<file path="config.mk">
export PLATFORM = sky130hd
export DESIGN_NAME = branch_predictor
export DESIGN_NICKNAME = d
export VERILOG_FILES = /design/src/rtl/branch_predictor.sv
export SDC_FILE = /design/constraint.sdc
export NUM_CORES = 1
export LEC_CHECK = 0
export BUFFER_PORTS_ARGS = -buffer_cell sky130_fd_sc_hd__clkbuf_2
export CAP_MARGIN = 10
export CORE_MARGIN = 2
export CORE_UTILIZATION = 23
export CTS_BUF_LIST = sky130_fd_sc_hd__clkbuf_4
export DETAILED_ROUTE_END_ITERATION = 8
export GPL_TIMING_DRIVEN = 0
export SKIP_CTS_REPAIR_TIMING = 1
export SLEW_MARGIN = 20
export SYNTH_ARGS = -nofsm -noshare
export SYNTH_HDL_FRONTEND = slang
export SYNTH_SLANG_ARGS = --single-unit
</file>
<file path="constraint.sdc">
create_clock -name clk -period 5.6 [get_ports clk]
set_clock_uncertainty 0.1 [all_clocks]
set_input_delay 1.12 -clock clk [delete_from_list [all_inputs] [get_ports clk]]
set_output_delay 1.12 -clock clk [all_outputs]
set_load 0.01 [all_outputs]
</file>
<file path="src/rtl/branch_predictor.sv">
// Direct-mapped branch target buffer with per-entry saturating direction counters.
// Lookup is combinational from the registered table; resolution updates it one cycle later.
module branch_predictor #(
    parameter int ENTRIES = 16,
    parameter int TAG_W   = 8,
    parameter int CNT_W   = 2
) (
    input  logic        clk,
    input  logic        reset,
    input  logic [31:0] PCF,
    output logic        PredTakenF,
    output logic [31:0] PredTargetF,
    input  logic        UpdateE,
    input  logic [31:0] PCE,
    input  logic        ActualTakenE,
    input  logic [31:0] ActualTargetE,
    input  logic        PredTakenE,
    input  logic [31:0] PredTargetE,
    output logic        MispredictE,
    output logic [31:0] CorrectPCE,
    output logic [31:0] MispredCount
);

    localparam int IDX_W = $clog2(ENTRIES);
    localparam logic [CNT_W-1:0] CNT_MAX    = {CNT_W{1'b1}};
    localparam logic [CNT_W-1:0] CNT_WEAK_T = CNT_W'(1) << (CNT_W - 1);
    localparam logic [CNT_W-1:0] CNT_WEAK_N = CNT_WEAK_T - CNT_W'(1);

    logic             valid_q  [ENTRIES];
    logic [TAG_W-1:0] tag_q    [ENTRIES];
    logic [31:0]      target_q [ENTRIES];
    logic [CNT_W-1:0] cnt_q    [ENTRIES];
    logic [31:0]      mispredCount_q;

    logic [IDX_W-1:0] idxF;
    logic [TAG_W-1:0] tagF;
    logic             hitF;
    logic [IDX_W-1:0] idxE;
    logic [TAG_W-1:0] tagE;
    logic             hitE;

    logic             wrEn_d;
    logic [CNT_W-1:0] cnt_d;
    logic [31:0]      target_d;

    assign idxF = PCF[IDX_W+1:2];
    assign tagF = PCF[IDX_W+TAG_W+1:IDX_W+2];
    assign idxE = PCE[IDX_W+1:2];
    assign tagE = PCE[IDX_W+TAG_W+1:IDX_W+2];

    assign hitF = valid_q[idxF] && (tag_q[idxF] == tagF);
    assign hitE = valid_q[idxE] && (tag_q[idxE] == tagE);

    assign PredTakenF  = hitF && cnt_q[idxF][CNT_W-1];
    assign PredTargetF = PredTakenF ? target_q[idxF] : PCF + 32'd4;

    // A taken/taken pair still mispredicts if the carried target was stale.
    assign MispredictE = UpdateE &&
                         ((ActualTakenE != PredTakenE) ||
                          (ActualTakenE && PredTakenE && (ActualTargetE != PredTargetE)));
    assign CorrectPCE  = ActualTakenE ? ActualTargetE : PCE + 32'd4;
    assign MispredCount = mispredCount_q;

    // Not-taken misses allocate nothing, so they never evict a useful entry.
    always_comb begin
        wrEn_d   = 1'b0;
        cnt_d    = cnt_q[idxE];
        target_d = target_q[idxE];
        if (UpdateE) begin
            if (hitE) begin
                wrEn_d = 1'b1;
                if (ActualTakenE) begin
                    target_d = ActualTargetE;
                    if (cnt_q[idxE] != CNT_MAX) begin
                        cnt_d = cnt_q[idxE] + CNT_W'(1);
                    end
                end else if (cnt_q[idxE] != '0) begin
                    cnt_d = cnt_q[idxE] - CNT_W'(1);
                end
            end else if (ActualTakenE) begin
                wrEn_d   = 1'b1;
                cnt_d    = CNT_WEAK_T;
                target_d = ActualTargetE;
            end
        end
    end

    always_ff @(posedge clk) begin
        if (reset) begin
            for (int i = 0; i < ENTRIES; i++) begin
                valid_q[i]  <= 1'b0;
                tag_q[i]    <= '0;
                target_q[i] <= '0;
                cnt_q[i]    <= CNT_WEAK_N;
            end
            mispredCount_q <= '0;
        end else begin
            if (wrEn_d) begin
                valid_q[idxE]  <= 1'b1;
                tag_q[idxE]    <= tagE;
                target_q[idxE] <= target_d;
                cnt_q[idxE]    <= cnt_d;
            end
            if (MispredictE) begin
                mispredCount_q <= mispredCount_q + 32'd1;
            end
        end
    end

endmodule
</file>
==> results.md <==
* Syn. warnings at 0
* Failing checks: negative setup slack
* Worst hold path startpoint: ActualTargetE[22]
* Mux contribution to synthesized area at 16.87%
* Final Hold Vio Count at 0
* Cells along the critical path: buf_4, buf_4, buf_4, buf_4, nand2_4, nor4_4, buf_4, nor2b_4, buf_12, nand2_1, nor2_2, nand3_1, xor2_4, o21ai_4, clkbuf_2
* Final setup vio count at 1
* Max-slew headroom at 24.44%
* Cell taking the most area after synthesis: edfxtp_1
* Largest family of logic cells by synthesized area: multiplexers
* Cell mode on critical path: buf_4
* CP Launch Type: primary input
* Maximum VDD drop at 0.0001553 V
* Syn Nets at 2,669
* Sequential share of the synthesized area at 58.34%
* Core footprint at 0.1564 mm²
* Hold Path End: target_q[0][22]
* Global-route wire length before repair at 180,500 µm
* Total track usage at 15.86%
* Die Span Y at 400.9 µm
* H-tree levels at 4
* Synth unique cells at 64
* CTS max path bufs at 3
* Worst R2R Path Depth at 9
* Clk slew on worst S/H paths at 70 ps
* Design area at 0.04380 mm²
* Worst Tran Pin Value at 1125 ps
* Reg-to-reg slack, setup at 1710 ps
* Top FF cell, synth: edfxtp_1
* Initial antenna violation count at 19
* Worst hold-check path type: primary input to flop
* Die width at 400.9 µm
* # IOs at 231
* # clock sinks at 720
* Post-synthesis xor/xnor area fraction at 3.094%
* Most frequent cells in the layout: edfxtp_1, and2_1, clkbuf_4
* Post-synthesis adder-cell area fraction at 0.2693%
* Nets@finish at 3,127
* CTS tree: yes
* Port Buffers at 226
* Worst Path Required at 4380 ps
* Slew Viols, Final at 0
* Leakage at 15.26 nW
* Worst R2R End: tag_q[7][0]
* Synth Area in Simple Gates at 16.00%
* P per Cell Area at 286.9 mW/mm²
* Placed cell count at 4,845
* Routed via count at 24,527
* Fin crit period at 5657 ps
* Number of remaining DRC errors at 0
* Hold depth at 2
* WP data arrival at 4440 ps
* Initial core utilization at 23.17%
* Number of enable flip-flop cells after synthesis at 672
* Critical Path Fanout Max at 10
* Non-filler cells, final at 5,206
* Mapped Cells at 2,529
* Synthesized area per cell at 14.33 µm²
* Crit Reg-Reg Startpoint: tag_q[12][5]
* Commonest non-fill, non-tap cell in the layout: edfxtp_1
* Vias/cell at 4.711
* Worst-Skew Late Latency at 1140 ps
* Status: finished, violations left
* Hpwl dp at 95,400 µm
* Area delta synth->final at 20.87%
* Full die area at 0.1607 mm²
* Synth top area share at 55.69%
* Tcrit/Tclk final at 101.0%
* Cts bufs inserted at 194
* GP Congestion at 0.9861
* Initial DRC Count at 2,885
* Largest net degree at the start of global routing at 33
* Crit path kind: primary input to output port
* DRT Wirelength at 130,400 µm
* Crit end category: output port
* Grt total ovfl at 0
* Vias in the first global route at 24,755
* Maxcap violations at 0
* Async set-reset flop share out of synthesis at 0%
* Hold Slack at 290.6 ps
* Number of routed nets with antenna violations at 0
* Fmax at 176.8 MHz
* # rows at 145
* Complex-gate fraction of the synthesized area at 2.410%
* CTS root buffer: clkbuf_4
* DRT Pass-1 Iters at 6
* Slowest CP cell: nor4_4
* RSZ-0062 raised after global routing: yes
* Setup ws final at -56.94 ps
* Area contributors post-synth: edfxtp_1, mux4_2, and2_1
* DP Area at 0.04084 mm²
* Post-synthesis register bit count at 720
* Synthesized cell area at 0.03624 mm²
* Slowest stage delay, CP at 410 ps
* Final TNS setup at -56.94 ps
* WL per Instance at 25.05 µm
* Worst slack at placement at -1875 ps
* Share of layout cells above drive strength 1 at 32.22%
## metrics by stage
step	power [mW]	utilization (%)
floorplan	7.069	-
global placement	7.695	25.54
detailed placement	7.761	26.11
CTS	12.61	27.75
global route	13.00	27.99
finish	12.56	28.01
## metal layers
metal	wire [µm]	global-route usage, %
met1	52720	20.82
met2	59230	24.59
met3	15390	5.762
met4	2902	4.310
met5	172	0
## cell type report
type,count,area [µm²]
repair buffers,262,1892
flip-flops and latches,720,21140
clock inverters,55,371.6
inverters,27,101.3
multi-input cells,1580,14390
fillers,16061,112600
plain buffers,202,1115
well taps,2058,2575
clock buffers,292,2192
diodes,10,25.02
## where the power goes
part	internal [mW]	total [mW]	leakage, nW	switching [mW]
Clock	2.44	4.88	1.51	2.44
Sequential	6.13	6.22	6.75	0.0893
Combinational	0.575	1.46	7.00	0.889
Total	9.15	12.6	15.3	3.42
## cell usage after synthesis, types with 8 or more instances
master / instances
edfxtp_1: 672
and2_1: 597
mux4_2: 234
clkbuf_1: 138
nand2_1: 105
xnor2_1: 99
nor2_1: 75
nor3_1: 68
o21ai_0: 62
dfxtp_1: 48
nand3_1: 44
xor2_1: 29
inv_1: 25
mux2i_1: 21
nand4_1: 21
buf_6: 19
mux2_2: 19
mux2_4: 19
a21o_1: 16
buf_4: 16
buf_1: 14
buf_2: 14
nor2b_1: 14
nor4_1: 13
and3_1: 12
or2_2: 12
mux2_1: 10
a21oi_1: 9
nor2_2: 9
or3_1: 9
o211ai_1: 8
## how the worst max path moves through the flow
stage                       from          endpoint  cells past startpoint
after global routing      PCE[5]    CorrectPCE[31]                     15
after CTS                 PCE[5]    CorrectPCE[31]                     14
after detailed placement  PCE[5]    CorrectPCE[31]                     14
after floorplan           PCE[3]   target_q[12][0]                      8
final                     PCE[5]    CorrectPCE[31]                     15
after global placement    PCE[3]  target_q[12][17]                      9
## critical path: cells and delay by family
family,cells,cell delay [ps]
simple gates,6,1300
xor+xnor,1,250
compound gates,1,290
buf+inv,7,1420
## flip-flops by register name (all words and copies together) (netlist names)
signal,cells
tag_q,128
valid_q,16
target_q,512
cnt_q,32
MispredCount,32
## cell families (layout without fill, tap and decap cells)
logic type | Yosys count | after routing
buffers and inverters | 229 | 838
multiplexers | 304 | 304
AND/OR/NAND/NOR | 1005 | 1005
other | 0 | 10
AO/OA/AOI/OAI | 135 | 135
flip-flops | 720 | 720
adder cells (fa/ha/maj) | 8 | 8
XOR/XNOR | 128 | 128
Power figures use the tool's default switching activity.
